## src/rtl/rv_mem_pkg.sv

```systemverilog
// Shared memory-access encodings for the RV32IM MA and WB stages.
// Holds load/store size codes, MA state encoding and writeback selector codes.
// No logic; constants and types only.
package rv_mem_pkg;

  // Load/store size encoding carried on MA_MR / MA_MW
  localparam logic [1:0] MEM_NONE = 2'b00;
  localparam logic [1:0] MEM_BYTE = 2'b01;
  localparam logic [1:0] MEM_HALF = 2'b10;
  localparam logic [1:0] MEM_WORD = 2'b11;

  // Writeback source selector, decoded by the WB stage
  localparam logic [1:0] WREG_ALU = 2'b00;
  localparam logic [1:0] WREG_MEM = 2'b01;
  localparam logic [1:0] WREG_PC4 = 2'b10;
  localparam logic [1:0] WREG_IMM = 2'b11;

  // MA stage access state
  typedef enum logic {
    MA_IDLE = 1'b0,
    MA_WAIT = 1'b1
  } ma_state_t;

endpackage

```

## src/rtl/ma_load_align.sv

```systemverilog
// Load data extractor: selects the addressed byte/half of a memory word and extends it.
// Purely combinational, zero latency.
// No handshake; also usable by forwarding logic.
module ma_load_align
  import rv_mem_pkg::*;
(
  input  logic [31:0] rdata,
  input  logic [1:0]  addr_lo,
  input  logic [1:0]  size,
  input  logic        unsigned_ld,
  output logic [31:0] load_val
);

  logic [31:0] byte_sh;
  logic [31:0] half_sh;

  // Move the addressed lane down to bit 0
  assign byte_sh = rdata >> {addr_lo, 3'b000};
  assign half_sh = rdata >> {addr_lo[1], 4'b0000};

  // Extend the selected lane according to size and signedness
  always_comb begin
    load_val = 32'h0;
    case (size)
      MEM_BYTE: load_val = unsigned_ld ? {24'h0, byte_sh[7:0]}
                                       : {{24{byte_sh[7]}}, byte_sh[7:0]};
      MEM_HALF: load_val = unsigned_ld ? {16'h0, half_sh[15:0]}
                                       : {{16{half_sh[15]}}, half_sh[15:0]};
      MEM_WORD: load_val = rdata;
      default:  load_val = 32'h0;
    endcase
  end

endmodule

```

## src/rtl/ma_stage_unit.sv

```systemverilog
// Memory-access stage: drives DMEM handshakes, aligns store data, extracts loads, registers MA/WB.
// Latency: one cycle with no access or zero-wait ACK; otherwise stalls until ACK or timeout abort.
// Backpressure: STALL_MA freezes upstream while an access waits. Macro MA_MISALIGN_TRAP_EN adds misalign trap.
module ma_stage_unit
  import rv_mem_pkg::*;
#(
  parameter int TIMEOUT_CYCLES = 16
) (
  input  logic        CLK,
  input  logic        RESET,
  input  logic [31:0] MA_PC,
  input  logic [4:0]  MA_ADD,
  input  logic [31:0] MA_DATA,
  input  logic [31:0] MA_SIGN,
  input  logic [1:0]  MA_MR,
  input  logic [1:0]  MA_MW,
  input  logic        MA_UNSIGNED,
  input  logic [1:0]  MA_W_REG,
  input  logic        MA_REG_EN,
  output logic        DMEM_REQ,
  output logic        DMEM_WE,
  output logic [31:0] DMEM_ADDR,
  output logic [31:0] DMEM_WDATA,
  output logic [3:0]  DMEM_BE,
  input  logic [31:0] DMEM_RDATA,
  input  logic        DMEM_ACK,
  output logic        STALL_MA,
  output logic [31:0] WB_PC,
  output logic [4:0]  WB_ADD,
  output logic [31:0] WB_ALU,
  output logic [31:0] WB_MEM,
  output logic [1:0]  WB_W_REG,
  output logic        WB_REG_EN,
`ifdef MA_MISALIGN_TRAP_EN
  output logic        MISALIGN,
  output logic [31:0] TRAP_PC,
`endif
  output logic        MEM_ERR
);

  localparam int CW = (TIMEOUT_CYCLES > 2) ? $clog2(TIMEOUT_CYCLES) : 1;

  ma_state_t      state, state_nxt;
  logic [CW-1:0]  cnt, cnt_nxt;

  logic        access;
  logic        is_store;
  logic [1:0]  size;
  logic [3:0]  be_c;
  logic [31:0] wdata_c;
  logic [31:0] load_val;
  logic        req;
  logic        stall;
  logic        done;
  logic        abort;
  logic        capture;
`ifdef MA_MISALIGN_TRAP_EN
  logic        misalign_c;
  logic        trap;
`endif

  // A store overrides a simultaneous load request
  assign access   = (MA_MR != MEM_NONE) || (MA_MW != MEM_NONE);
  assign is_store = (MA_MW != MEM_NONE);
  assign size     = is_store ? MA_MW : MA_MR;

`ifdef MA_MISALIGN_TRAP_EN
  assign misalign_c = access && (((size == MEM_HALF) && MA_DATA[0]) ||
                                 ((size == MEM_WORD) && (MA_DATA[1:0] != 2'b00)));
`endif

  // Store lane enables and lane-replicated write data
  always_comb begin
    be_c    = 4'b0000;
    wdata_c = MA_SIGN;
    case (size)
      MEM_BYTE: begin
        be_c    = 4'b0001 << MA_DATA[1:0];
        wdata_c = {4{MA_SIGN[7:0]}};
      end
      MEM_HALF: begin
        be_c    = 4'b0011 << {MA_DATA[1], 1'b0};
        wdata_c = {2{MA_SIGN[15:0]}};
      end
      MEM_WORD: begin
        be_c    = 4'b1111;
        wdata_c = MA_SIGN;
      end
      default: begin
        be_c    = 4'b0000;
        wdata_c = MA_SIGN;
      end
    endcase
  end

  ma_load_align u_load_align (
    .rdata       (DMEM_RDATA),
    .addr_lo     (MA_DATA[1:0]),
    .size        (MA_MR),
    .unsigned_ld (MA_UNSIGNED),
    .load_val    (load_val)
  );

  // State register and wait counter; reset drops any half-done access
  always_ff @(posedge CLK or posedge RESET) begin
    if (RESET) begin
      state <= MA_IDLE;
      cnt   <= '0;
    end else begin
      state <= state_nxt;
      cnt   <= cnt_nxt;
    end
  end

  // Next-state decode plus request/stall/completion strobes
  always_comb begin
    state_nxt = state;
    cnt_nxt   = cnt;
    req       = 1'b0;
    stall     = 1'b0;
    done      = 1'b0;
    abort     = 1'b0;
`ifdef MA_MISALIGN_TRAP_EN
    trap      = 1'b0;
`endif
    case (state)
      MA_IDLE: begin
        if (access) begin
`ifdef MA_MISALIGN_TRAP_EN
          if (misalign_c) begin
            trap = 1'b1;
          end else begin
`else
          begin
`endif
            req = 1'b1;
            if (DMEM_ACK) begin
              done = 1'b1;
            end else begin
              stall     = 1'b1;
              state_nxt = MA_WAIT;
              cnt_nxt   = '0;
            end
          end
        end
      end
      MA_WAIT: begin
        req = 1'b1;
        if (DMEM_ACK) begin
          done      = 1'b1;
          state_nxt = MA_IDLE;
          cnt_nxt   = '0;
        end else if (cnt == CW'(TIMEOUT_CYCLES - 1)) begin
          abort     = 1'b1;
          state_nxt = MA_IDLE;
          cnt_nxt   = '0;
        end else begin
          stall   = 1'b1;
          cnt_nxt = cnt + CW'(1);
        end
      end
      default: begin
        state_nxt = MA_IDLE;
        cnt_nxt   = '0;
      end
    endcase
  end

  // Reset masks the decoded outputs so memory sees the request vanish at once
  assign DMEM_REQ   = req & ~RESET;
  assign DMEM_WE    = req & is_store & ~RESET;
  assign STALL_MA   = stall & ~RESET;
  assign DMEM_ADDR  = {MA_DATA[31:2], 2'b00};
  assign DMEM_WDATA = wdata_c;
  assign DMEM_BE    = DMEM_REQ ? be_c : 4'b0000;

  // Advance MA/WB on completion or when nothing needs memory
  assign capture = done || ((state == MA_IDLE) && !access);

  // MA/WB pipeline register; any non-advancing cycle becomes a bubble
  always_ff @(posedge CLK or posedge RESET) begin
    if (RESET) begin
      WB_PC     <= 32'h0;
      WB_ADD    <= 5'h0;
      WB_ALU    <= 32'h0;
      WB_MEM    <= 32'h0;
      WB_W_REG  <= 2'b00;
      WB_REG_EN <= 1'b0;
      MEM_ERR   <= 1'b0;
    end else begin
      MEM_ERR <= abort;
      if (capture) begin
        WB_PC     <= MA_PC;
        WB_ADD    <= MA_ADD;
        WB_ALU    <= MA_DATA;
        WB_MEM    <= (done && !is_store) ? load_val : 32'h0;
        WB_W_REG  <= MA_W_REG;
        WB_REG_EN <= MA_REG_EN;
      end else begin
        WB_REG_EN <= 1'b0;
      end
    end
  end

`ifdef MA_MISALIGN_TRAP_EN
  // Misaligned access: one-cycle flag and faulting PC capture
  always_ff @(posedge CLK or posedge RESET) begin
    if (RESET) begin
      MISALIGN <= 1'b0;
      TRAP_PC  <= 32'h0;
    end else begin
      MISALIGN <= trap;
      if (trap) TRAP_PC <= MA_PC;
    end
  end
`endif

endmodule

```

## config.mk

```make
export PLATFORM = sky130hd
export DESIGN_NAME = ma_stage_unit
export DESIGN_NICKNAME = d
export VERILOG_FILES = /design/src/rtl/rv_mem_pkg.sv /design/src/rtl/ma_load_align.sv /design/src/rtl/ma_stage_unit.sv
export SDC_FILE = /design/constraint.sdc
export NUM_CORES = 1
export LEC_CHECK = 0
export BUFFER_PORTS_ARGS = -buffer_cell sky130_fd_sc_hd__clkbuf_2
export CAP_MARGIN = 15
export CORE_AREA = 2 2 123 125
export DETAILED_ROUTE_END_ITERATION = 16
export DIE_AREA = 0 0 125 127
export PLACE_DENSITY_LB_ADDON = 0.1
export SLEW_MARGIN = 5
export SYNTH_ARGS = -nofsm -noshare
export SYNTH_HDL_FRONTEND = slang
export SYNTH_SLANG_ARGS = --single-unit
```

## constraint.sdc

```tcl
create_clock -name CLK -period 3.96 [get_ports CLK]
set_input_delay 0 -clock CLK [delete_from_list [all_inputs] [get_ports CLK]]
set_output_delay 0 -clock CLK [all_outputs]
set_load 0.005 [all_outputs]
```

; Word level (Yosys, flattened, before mapping)
; Index checks and enable logic that the tools add are counted.
[classes]
addsub = 1
multipliers = 0
n_div = 0
order_cmp = 0
eq_ne = 9
shift = 4
n_mux = 27
bitwise_logic = 6
n_reduce_logical = 9
[ops]
columns = op, n
row1 = 32-bit 2-to-1 mux, 3
row2 = 32-bit one-hot mux with 3 select lines, 1
row3 = 32-bit one-hot mux with 2 select lines, 1
row4 = 32-bit by 5-bit right shift with 16-bit output, 1
row5 = 32-bit by 5-bit right shift with 8-bit output, 1
row6 = 4-bit 2-to-1 mux, 5
row7 = 4-bit one-hot mux with 3 select lines, 1
row8 = 1-bit 2-to-1 mux, 11
row9 = "2-bit equality test, second input constant", 4
row10 = 4-bit one-hot mux with 2 select lines, 1
row11 = 1-bit one-hot mux with 2 select lines, 3
row12 = "4-bit by 1-bit adder with 4-bit output, second input constant", 1
row13 = 1-bit AND, 4
row14 = "2-bit by 1-bit equality test with 1-bit output, second input constant", 2
row15 = "4-bit equality test, second input constant", 1
row16 = "2-bit != test, second input constant", 2
row17 = 2-bit nonzero test, 2
row18 = "1-bit by 2-bit << shifter with 4-bit output, first input constant", 1
row19 = "2-bit by 2-bit << shifter with 4-bit output, first input constant", 1
row20 = 1-bit logical AND, 2
row21 = 1-bit logical NOT, 2
row22 = 1-bit logical OR, 2
row23 = 2-bit 2-to-1 mux, 1
row24 = 1-bit inverter, 2
row25 = 2-bit AND reduction, 1
[word_totals]
regBits = 110
latch_bits = 0
mem_bits_rw = 0
mem_bits_ro = 0
inputBits = 144
out_inout_bits = 176
word_cells = 65
n_memories = 0

; Logic depth before layout (Yosys ltp)
; Gate-level depths: netlist of run 1.
[depth]
word_depth = 6
ltp_mapped = 7

; By module
; A second synthesis of run 1 with hierarchy kept.
[hier_totals]
cells_unflattened = 456
area_unflattened_um2 = 5676.7
[modules_own_cells]
columns = mod, n_inst, cells_each, area_per_inst_um2
row1 = ma_stage_unit, 1, 360, 4903.5
row2 = ma_load_align, 1, 96, 773.2

; Least setup slack after synthesis of run 1
; Ideal clock, no wire load.
[synth_path]
kind = input to output
from = in RESET
to = out DMEM_BE[0]
arrival_ps = 2846
slack_ps = 1114
stages = 3
path_buffers = 0
cell_sequence = inv_1 and2_1 o21a_1
[synth_via]
elab_chain_cells = 3
[synth_lines]
columns = element, line_no
row1 = "start, declared", ma_stage_unit.sv:10  ; input logic RESET,
row2 = 1-bit inverter, ma_stage_unit.sv:170  ; assign DMEM_REQ = req & ~RESET;
row3 = 1-bit AND, ma_stage_unit.sv:170
row4 = 4-bit 2-to-1 mux, ma_stage_unit.sv:175  ; assign DMEM_BE = DMEM_REQ ? be_c : 4'b0000;
row5 = "end, declared", ma_stage_unit.sv:24  ; output logic [3:0] DMEM_BE,
; No other way between the ends.

; Final worst setup path of run 1
[layout_path]
from = reg state
to = out STALL_MA
[layout_via]
elab_chain_cells = 3
[layout_lines]
columns = element, line_no
row1 = "start, declared", ma_stage_unit.sv:43  ; ma_state_t state, state_nxt;
row2 = "start signal, assigned", ma_stage_unit.sv:110  ; state <= state_nxt;
row3 = 1-bit inverter, -
row4 = 1-bit one-hot mux with 2 select lines (*), ma_stage_unit.sv:126  ; case (state)
row5 = named net stall, ma_stage_unit.sv:53  ; logic stall;
row6 = 1-bit AND (*), ma_stage_unit.sv:172  ; assign STALL_MA = stall & ~RESET;
row7 = "end, declared", ma_stage_unit.sv:27  ; output logic STALL_MA,
; The timed path passes the listed nets; every way through them passes the cells marked *.

==> results_dict.tcl, run 1 <==
set metrics [dict create \
    cts_tree "yes" \
    grt.overflow.total 0 \
    rsz0062_at_grt "false" \
    rows 44 \
    synthMuxAreaShare_pct 18.6 \
    fin_nets 946 \
    vias_per_cell 4.92 \
    synth_top_family_by_area "multiplexers" \
    dp_slack_ns 1.75 \
    period_share_pct 54.5 \
    synth-edff-count 0 \
    critPathSlowestCell "o21ai_4" \
    wl_per_cell_um 17.2 \
    yosysMostFrequentCell "dfrtp_1" \
    drv_cap 0 \
    worstPathCellList "o21ai_4, buf_12, a41oi_1, and2_1, clkbuf_2" \
    timing.rr.start "state" \
    final_util_pct 55.6 \
    ys_seq_area_share_pct 51.2 \
    yosys.area_share.simple_pct 6.05 \
    grt_use_met3_pct 5.90 \
    antenna_found_initial 0 \
    dp_hpwl_um 12500 \
    dieArea_um2 15900 \
    start_util_pct 37.3 \
    synthArstFlopShare_pct 100 \
    layoutNonFillerInstCount 990 \
    io_buffer_count 317 \
    r2r_cells 3 \
    clock-root-buffer "clkbuf_16" \
    grt_pass1_wl_um 26600 \
    worst_path_largest_cell_delay_ns 0.53 \
    hold_viol 0 \
    cpLargestDelayFamily "compound AO/OA/AOI/OAI gates" \
    path_clk_slew_ns 0.07 \
    synth.top_cell.area_share_pct 51.2 \
    p_leak_nw 4.11 \
    criticalPathCategory "register to primary output" \
    synth_cells 438 \
    drt_iter0_drc 180 \
    clock.fmax_mhz 463 \
    synth_xor_xnor_area_share_pct 0.163 \
    dp.cells 879 \
    min_path_cells 3 \
    avgSynthCellArea_um2 12.3 \
    clockBufferDepth 2 \
    ant_nets 0 \
    status "complete, no violations" \
    worstHoldPathType "input pin to register" \
    cts_sinks 110 \
    slew_headroom_pct 28.4 \
    worstSkewPairLatency_ns 0.35 \
    drv_slew 0 \
    synth_compound_area_share_pct 14.9 \
    area_delta_synth_final_pct 49.1 \
    whs_ns 0.0287 \
    crit_buf_inv 2 \
    die_w_um 125 \
    grtUsageMet2_pct 38.4 \
    total_power_mw 2.75 \
    start_kind "register" \
    die_h_um 127 \
    worst_slack_ns 1.80 \
    grt_usage_pct 21.2 \
    peakVddDrop_mv 0.198 \
    place_area_um2 6780 \
    crit_fanout 59 \
    cp_num_cells 5 \
    synth-main-ff-cell "dfrtp_1" \
    fin_area_um2 8020 \
    antennaDiodeCount 0 \
    synth_cell_types 40 \
    globalplace.congestion 0.856 \
    p_per_area_nw_per_um2 343 \
    coreArea_um2 14400 \
    htreeDepth 3 \
    cts_resized 0 \
    first_global_vias 4991 \
    fin_skew_ns 0.00563 \
    cp.required_ns 3.96 \
    syn_area_um2 5380 \
    tightest_slew_ns 1.07 \
    routed_wl_um 17100 \
    synthAdderAreaFrac_pct 0.233 \
    grt_util_met1_pct 24.1 \
    fill_cells 1244 \
    period_minus_slack_ns 2.16 \
    top_usage_layer "met2" \
    yosysTopAreaCell "dfrtp_1" \
    num_vias 4867 \
    critical_path.startpoint "state" \
    tritoncts.num_buffers 9 \
    cp-end-kind "primary output" \
    ys.warnings.count 0 \
    ys_ff_latch 110 \
    drc 0 \
    grt_max_degree 71 \
    synth_common_cells "dfrtp_1, mux2_2, buf_4" \
    setup_viol 0 \
    tns_ns 0 \
    drive_above_1_share_pct 52.7 \
    io_pins 320 \
    dr.pass1.iters 5 \
    synthTopCellsByArea "dfrtp_1, mux2_2, buf_4" \
    cp.arrival_ns 2.16 \
    hold_start "DMEM_ACK" \
]
-- cell families (layout without fill, tap and decap cells) --
group | Yosys count | in the layout
simple gates | 66 | 66
xor+xnor | 1 | 1
other cells | 1 | 2
flops | 110 | 110
buf+inv | 69 | 436
compound gates | 101 | 101
fa+ha+maj | 1 | 1
mux | 89 | 89
-- timing repair --
| item | CTS | global route |
|---|---|---|
| hold endpoints to repair | 160 | 0 |
| endpoints found under the setup margin | 0 | 0 |
| hold buffers | 94 | 0 |
| setup buffers | 0 | 0 |
-- per-layer routing --
| layer | vias to the layer above | part of all wire [%] |
|---|---|---|
| li1 | 2280 | - |
| met1 | 2314 | 37 |
| met2 | 245 | 52 |
| met3 | 28 | 7.9 |
| met4 | 0 | 2.9 |
| met5 | - | 0 |
-- final cells by class --
type,count,area [um^2],area share [%]
sequential,110,2750,34.3
timing repair buffer,415,2570,32.0
multi-input combinational,260,2160,26.9
clock buffer,13,260,3.24
tap,184,230,2.87
clock inverter,3,27.5,0.343
inverter,5,21.3,0.265
-- flip-flops by register name, summed over array words and instances, names as in the netlist --
register	cells
state	1
WB_W_REG	2
cnt	4
WB_ADD	5
WB_PC	32
MEM_ERR	1
WB_MEM	32
WB_ALU	32
WB_REG_EN	1
-- where the power goes --
part | total [mW] | internal (mW) | switching (mW)
sequential | 1.27 | 1.22 | 0.0511
clock | 0.894 | 0.469 | 0.425
combinational | 0.590 | 0.328 | 0.261
total | 2.75 | 2.01 | 0.738
-- layout by cell type, fill, tap and decap left out, types with 2 or more instances in the layout --
cell	count
o21ai_0	10
inv_1	4
clkbuf_1	2
dlygate4sd3_1	94
nor2_1	9
dfrtp_1	110
clkbuf_16	9
nor2_2	2
conb_1	2
clkbuf_2	317
mux2_1	7
a211oi_2	2
nand3_1	3
o211ai_1	8
and2_1	12
a211o_1	8
nand2_1	29
a221o_1	31
nor2b_1	4
a22o_1	2
a21o_1	8
a21oi_1	22
buf_4	3
nand2b_1	3
mux2_2	81
clkbuf_8	2
o21a_1	4
-- path summary, 6_finish.rpt --
path / endpoint / slack, ns
setup / recovery: STALL_MA / 1.80
hold / removal: MEM_ERR / 0.03
setup reg to reg: WB_ALU[6] / 2.05
hold reg to reg: WB_ALU[31] / 0.49
max in group asynchronous: WB_PC[18] / 2.43
min in group asynchronous: WB_MEM[7] / 0.44
-- tightest hold or removal path, stage by stage --
cell,delay [ns]
clkbuf_2,0.14
nand2b_1,0.14
nor2_1,0.06
Note: power is estimated with default switching activity, not from simulation.
==> run 2, diff against run 1 <==
Settings changed: ABC_AREA set to 1.
Clock period 3.96 ns to 1.77 ns, I/O delays scaled along.
==> run 2 against run 1 <==
- cell area is 4.7% higher
- first-iteration DRC count is 130% higher
- combinational power is 140% higher
- non-clock buffer count is 1 higher
- clock skew hardly changed
- critical path type unchanged
- largest cell class unchanged
- largest power group unchanged
- highest routed layer unchanged
==> results_dict.tcl, run 2 <==
set metrics [dict create \
    worstSkewPairLatency_ns 0.35 \
    io_pins 320 \
    multiInputGateArea_um2 2290 \
    ys_seq_area_share_pct 48.2 \
    ys.warnings.count 0 \
    whs_ns 0.0104 \
    slew_headroom_pct 60.4 \
    place_area_um2 7200 \
    postCtsSetupRepairBufs 0 \
    critPathSlowestCell "dfrtp_1" \
    cp-end-kind "primary output" \
    synthTopCellsByArea "dfrtp_1, nand2_1, buf_4" \
    worstPathCellList "inv_1, nand3_1, nand2_2, buf_12, nor3_1, clkbuf_2" \
    yosysMostFrequentCell "nand2_1" \
    drv_slew 0 \
    worstHoldPathType "input pin to register" \
    clock-root-buffer "clkbuf_16" \
    clockBufferDepth 2 \
    dieArea_um2 15900 \
    setup_viol 0 \
    tritoncts.num_buffers 9 \
    crit_fanout 36 \
    cp.arrival_ns 1.59 \
    fin_nets 1294 \
    path_clk_slew_ns 0.07 \
    start_util_pct 39.6 \
    first_global_vias 5873 \
    grt.overflow.total 0 \
    die_h_um 127 \
    p_leak_nw 5.11 \
    synth.top_cell.area_share_pct 48.2 \
    ys_ff_latch 110 \
    fin_area_um2 8390 \
    seqCellArea_um2 2750 \
    synth_cells 792 \
    synth_cell_types 33 \
    tightest_slew_ns 0.595 \
    worst_slack_ns 0.179 \
    avgSynthCellArea_um2 7.21 \
    grt_pass1_wl_um 29300 \
    ant_nets 0 \
    drt_iter0_drc 416 \
    worst_path_largest_cell_delay_ns 0.40 \
    coreArea_um2 14400 \
    drc 0 \
    criticalPathCategory "register to primary output" \
    cpLargestDelayFamily "buffers and inverters" \
    crit_buf_inv 3 \
    hold_viol 0 \
    synth_common_cells "nand2_1, dfrtp_1, inv_1" \
    synth-edff-count 0 \
    layoutNonFillerInstCount 1337 \
    antennaDiodeCount 0 \
    start_kind "register" \
    peakVddDrop_mv 0.481 \
    synthArstFlopShare_pct 100 \
    cts_sinks 110 \
    dp_slack_ns 0.346 \
    syn_area_um2 5710 \
    p_per_area_nw_per_um2 738 \
    dp_hpwl_um 13100 \
    die_w_um 125 \
    synth-main-ff-cell "dfrtp_1" \
    rows 44 \
    cts_tree "yes" \
    vias_per_cell 4.56 \
    timing.rr.start "state" \
    hold_start "DMEM_RDATA[17]" \
    routed_wl_um 18700 \
    layout_commonest_cell "nand2_1" \
    critical_path.startpoint "state" \
    htreeDepth 3 \
    period_share_pct 89.9 \
    rsz0062_at_grt "false" \
    top_regs "WB_ALU (32), WB_MEM (32), WB_PC (32)" \
    yosysTopAreaCell "dfrtp_1" \
    final_cell_mix "nand2_1, clkbuf_2, dfrtp_1" \
    fill_cells 1371 \
    drive_above_1_share_pct 31.1 \
    wl_per_cell_um 14.0 \
    grt_usage_pct 22.9 \
    grt_max_degree 111 \
    area_delta_synth_final_pct 47.0 \
    period_minus_slack_ns 1.59 \
    clock.fmax_mhz 628 \
    fin_skew_ns 0.00582 \
    globalplace.congestion 0.872 \
    io_buffer_count 317 \
    cp.required_ns 1.77 \
    ff2ff_setup_slack_ns 0.30 \
    dr.pass1.iters 4 \
    antenna_found_initial 0 \
    status "complete, no violations" \
    drv_cap 0 \
    num_vias 6095 \
    dp.cells 1233 \
]
==> run 2: metrics by stage <==
stage | util [%] | TNS (ns) | total power, mW
floorplan | - | -1.40 | 3.51
global placement | 49.9 | 0 | 4.10
detailed placement | 49.9 | 0 | 4.11
CTS | 58.0 | 0 | 6.26
global route | 58.2 | 0 | 6.56
finish | 58.2 | 0 | 6.20
==> run 2: what timing repair did <==
item                                   4_1_cts  5_1_grt
setup endpoints to repair                    0        1
endpoints found under the hold margin      193        0
hold buffers                                88        0
gates resized for setup                      0        0
==> run 2: power by group <==
| part | switching [mW] | internal, mW |
|---|---|---|
| registers | 0.118 | 2.71 |
| logic | 0.742 | 0.661 |
| clock network | 0.929 | 1.03 |
| total | 1.79 | 4.41 |
==> run 2: cell families (layout without fill, tap and decap cells) <==
| family | after synthesis | in the layout | synth area share (%) |
|---|---|---|---|
| compound gates | 47 | 47 | 4.91 |
| xor+xnor | 2 | 2 | 0.307 |
| fa+ha+maj | 1 | 1 | 0.219 |
| buf+inv | 128 | 488 | 11.9 |
| flops | 110 | 110 | 48.2 |
| other cells | 1 | 2 | 0.0657 |
| simple gates | 503 | 503 | 34.4 |
==> run 2: area by class of cell <==
| class | count | area share (%) |
|---|---|---|
| tap | 184 | 2.74 |
| sequential | 110 | 32.8 |
| multi-input combinational | 555 | 27.3 |
| timing repair buffer | 416 | 31.2 |
| clock buffer | 11 | 3.01 |
| clock inverter | 4 | 0.373 |
| inverter | 57 | 2.61 |
==> run 2: path summary, 6_finish.rpt <==
kind,endpoint,cells past startpoint
worst max-delay path,STALL_MA,6
worst min-delay path,WB_MEM[1],5
worst max register to register,WB_PC[6],7
worst min register to register,WB_PC[3],2
max in group asynchronous,WB_MEM[29],4
min in group asynchronous,WB_MEM[0],4
==> run 2: tightest hold or removal path, stage by stage <==
cell,delay [ns]
clkbuf_2,0.10
nand2_1,0.06
nand3_1,0.06
nand2_1,0.06
nand2_1,0.05
==> run 2: per-layer routing <==
metal / track usage, % / vias to the layer above / share of wire, %
met4: 10.7 / 0 / 3.5
met2: 39.0 / 263 / 49
met1: 28.3 / 2702 / 41
li1: - / 3089 / -
met3: 4.40 / 41 / 6.7
met5: 0 / - / 0
==> run 3, diff against run 2 <==
Settings changed: ABC_AREA 1 to not set.
==> run 3 against run 2 <==
- clock skew is 0.0029 ns higher
- wire length is 10% lower
- sequential power hardly changed
- cell area is 2.0% lower
- critical path type unchanged
- highest routed layer unchanged
==> results_dict.tcl, run 3 (synthesis gave the netlist of run 1 again) <==
set metrics [dict create \
    rows 44 \
    final_cell_mix "clkbuf_2, dfrtp_1, dlygate4sd3_1" \
    die_w_um 125 \
    grt.overflow.total 0 \
    grt_pass1_wl_um 26200 \
    top_usage_layer "met2" \
    slew_headroom_pct 51.4 \
    period_share_pct 93.5 \
    top_regs "WB_ALU (32), WB_MEM (32), WB_PC (32)" \
    fin_skew_ns 0.00875 \
    coreArea_um2 14400 \
    worstSkewPairLatency_ns 0.35 \
    io_buffer_count 317 \
    htreeDepth 3 \
    antenna_found_initial 0 \
    tightest_slew_ns 0.728 \
    setup_viol 0 \
    worst_path_largest_cell_delay_ns 0.46 \
    fill_cells 1234 \
    dieArea_um2 15900 \
    tns_ns 0 \
    clock.fmax_mhz 604 \
    hold_viol 0 \
    dr.pass1.iters 4 \
    routed_wl_um 16900 \
    worstPathCellList "o21ai_4, buf_12, a41oi_1, and2_1, clkbuf_2" \
    layout_commonest_cell "clkbuf_2" \
    start_util_pct 37.3 \
    grt_usage_pct 20.7 \
    grt_util_met1_pct 24.1 \
    cts_sinks 110 \
    drt_iter0_drc 125 \
    start_kind "register" \
    crit_fanout 21 \
    cp-end-kind "primary output" \
    ant_nets 0 \
    whs_ns 0.0428 \
    num_vias 4873 \
    globalplace.congestion 0.873 \
    cts_tree "yes" \
    antennaDiodeCount 0 \
    drc 0 \
    clockBufferDepth 2 \
    fin_nets 969 \
    grtUsageMet2_pct 38.2 \
    tritoncts.num_buffers 9 \
    cp.required_ns 1.77 \
    clock-root-buffer "clkbuf_16" \
    io_pins 320 \
    ff2ff_setup_slack_ns 0.30 \
    rsz0062_at_grt "false" \
    drv_slew 0 \
    period_minus_slack_ns 1.66 \
    dp_hpwl_um 12400 \
    first_global_vias 4934 \
    critPathSlowestCell "dfrtp_1" \
    status "complete, no violations" \
    drive_above_1_share_pct 54.2 \
    cp.arrival_ns 1.66 \
    die_h_um 127 \
    peakVddDrop_mv 0.390 \
    p_leak_nw 4.23 \
    criticalPathCategory "register to primary output" \
    grt_max_degree 56 \
    drv_cap 0 \
    path_clk_slew_ns 0.07 \
    area_delta_synth_final_pct 53.0 \
    worstHoldPathType "input pin to register" \
    p_per_area_nw_per_um2 746 \
    total_power_mw 6.14 \
    grt_use_met3_pct 4.94 \
    vias_per_cell 4.82 \
    wl_per_cell_um 16.7 \
    final_util_pct 57.1 \
]
[run 3: cell types whose count changed in the layout (fill, tap and decap cells not counted), sizes merged, moves of 8 or more]
cell / before / now
a21oi: 14 / 22
a221o: 0 / 31
a211o: 0 / 8
a21o: 0 / 8
nand3: 36 / 3
o21ai: 22 / 12
inv: 55 / 6
nand2: 436 / 29
and2: 0 / 12
buf: 10 / 27
mux2: 0 / 88
nor2: 27 / 11
[run 3: power by group]
part | internal, mW | total, mW | switching [mW] | leakage, nW
combinational | 0.780 | 1.37 | 0.589 | 2.73
sequential | 2.72 | 2.83 | 0.111 | 1.36
clock | 1.00 | 1.94 | 0.937 | 0.133
total | 4.50 | 6.14 | 1.64 | 4.23
[run 3: path summary, 6_finish.rpt]
kind,to,cells past startpoint,startpoint
min,MEM_ERR,3,DMEM_ACK
max in group asynchronous,WB_PC[1],4,RESET
min in group asynchronous,WB_ALU[10],4,RESET
max reg2reg,WB_PC[18],3,state
min reg2reg,WB_ALU[31],1,WB_ALU[31]
max,STALL_MA,5,state
[run 3: metal layers]
metal / wire (um) / part of all wire [%]
met5: 0 / 0
met1: 6670 / 40
met3: 1190 / 7.1
met2: 8780 / 52
met4: 229 / 1.4
[run 3: timing repair]
| item | 4_1_cts | 5_1_grt |
|---|---|---|
| hold buffers | 94 | 0 |
| endpoints found under the setup margin | 0 | 13 |
| endpoints found under the hold margin | 203 | 0 |
| setup buffers | 0 | 3 |
| gates resized for setup | 0 | 0 |
[run 3: worst max-delay path: cells and delay by family (launching register included)]
| family | cells | cell delay (ns) |
|---|---|---|
| simple gates | 1 | 0.18 |
| flops | 1 | 0.46 |
| compound gates | 2 | 0.34 |
| buf+inv | 2 | 0.32 |
[run 3: final cells by class]
type / instances / area (um^2) / area share [%]
inverter: 5 / 22.5 / 0.274
sequential: 110 / 2750 / 33.4
tap: 184 / 230 / 2.80
clock buffer: 10 / 239 / 2.90
timing repair buffer: 438 / 2780 / 33.8
clock inverter: 5 / 43.8 / 0.532
multi-input combinational: 260 / 2160 / 26.2
[run 3: through the flow]
stage               setup WS, ns  instance area (um^2)  instances
global placement          0.0827                  6970        899
finish                     0.115                  8230       1012
detailed placement       -0.0267                  6970        899
CTS                       0.0144                  8200       1008
global route              0.0134                  8230       1012
floorplan                 -0.385                  5390        439
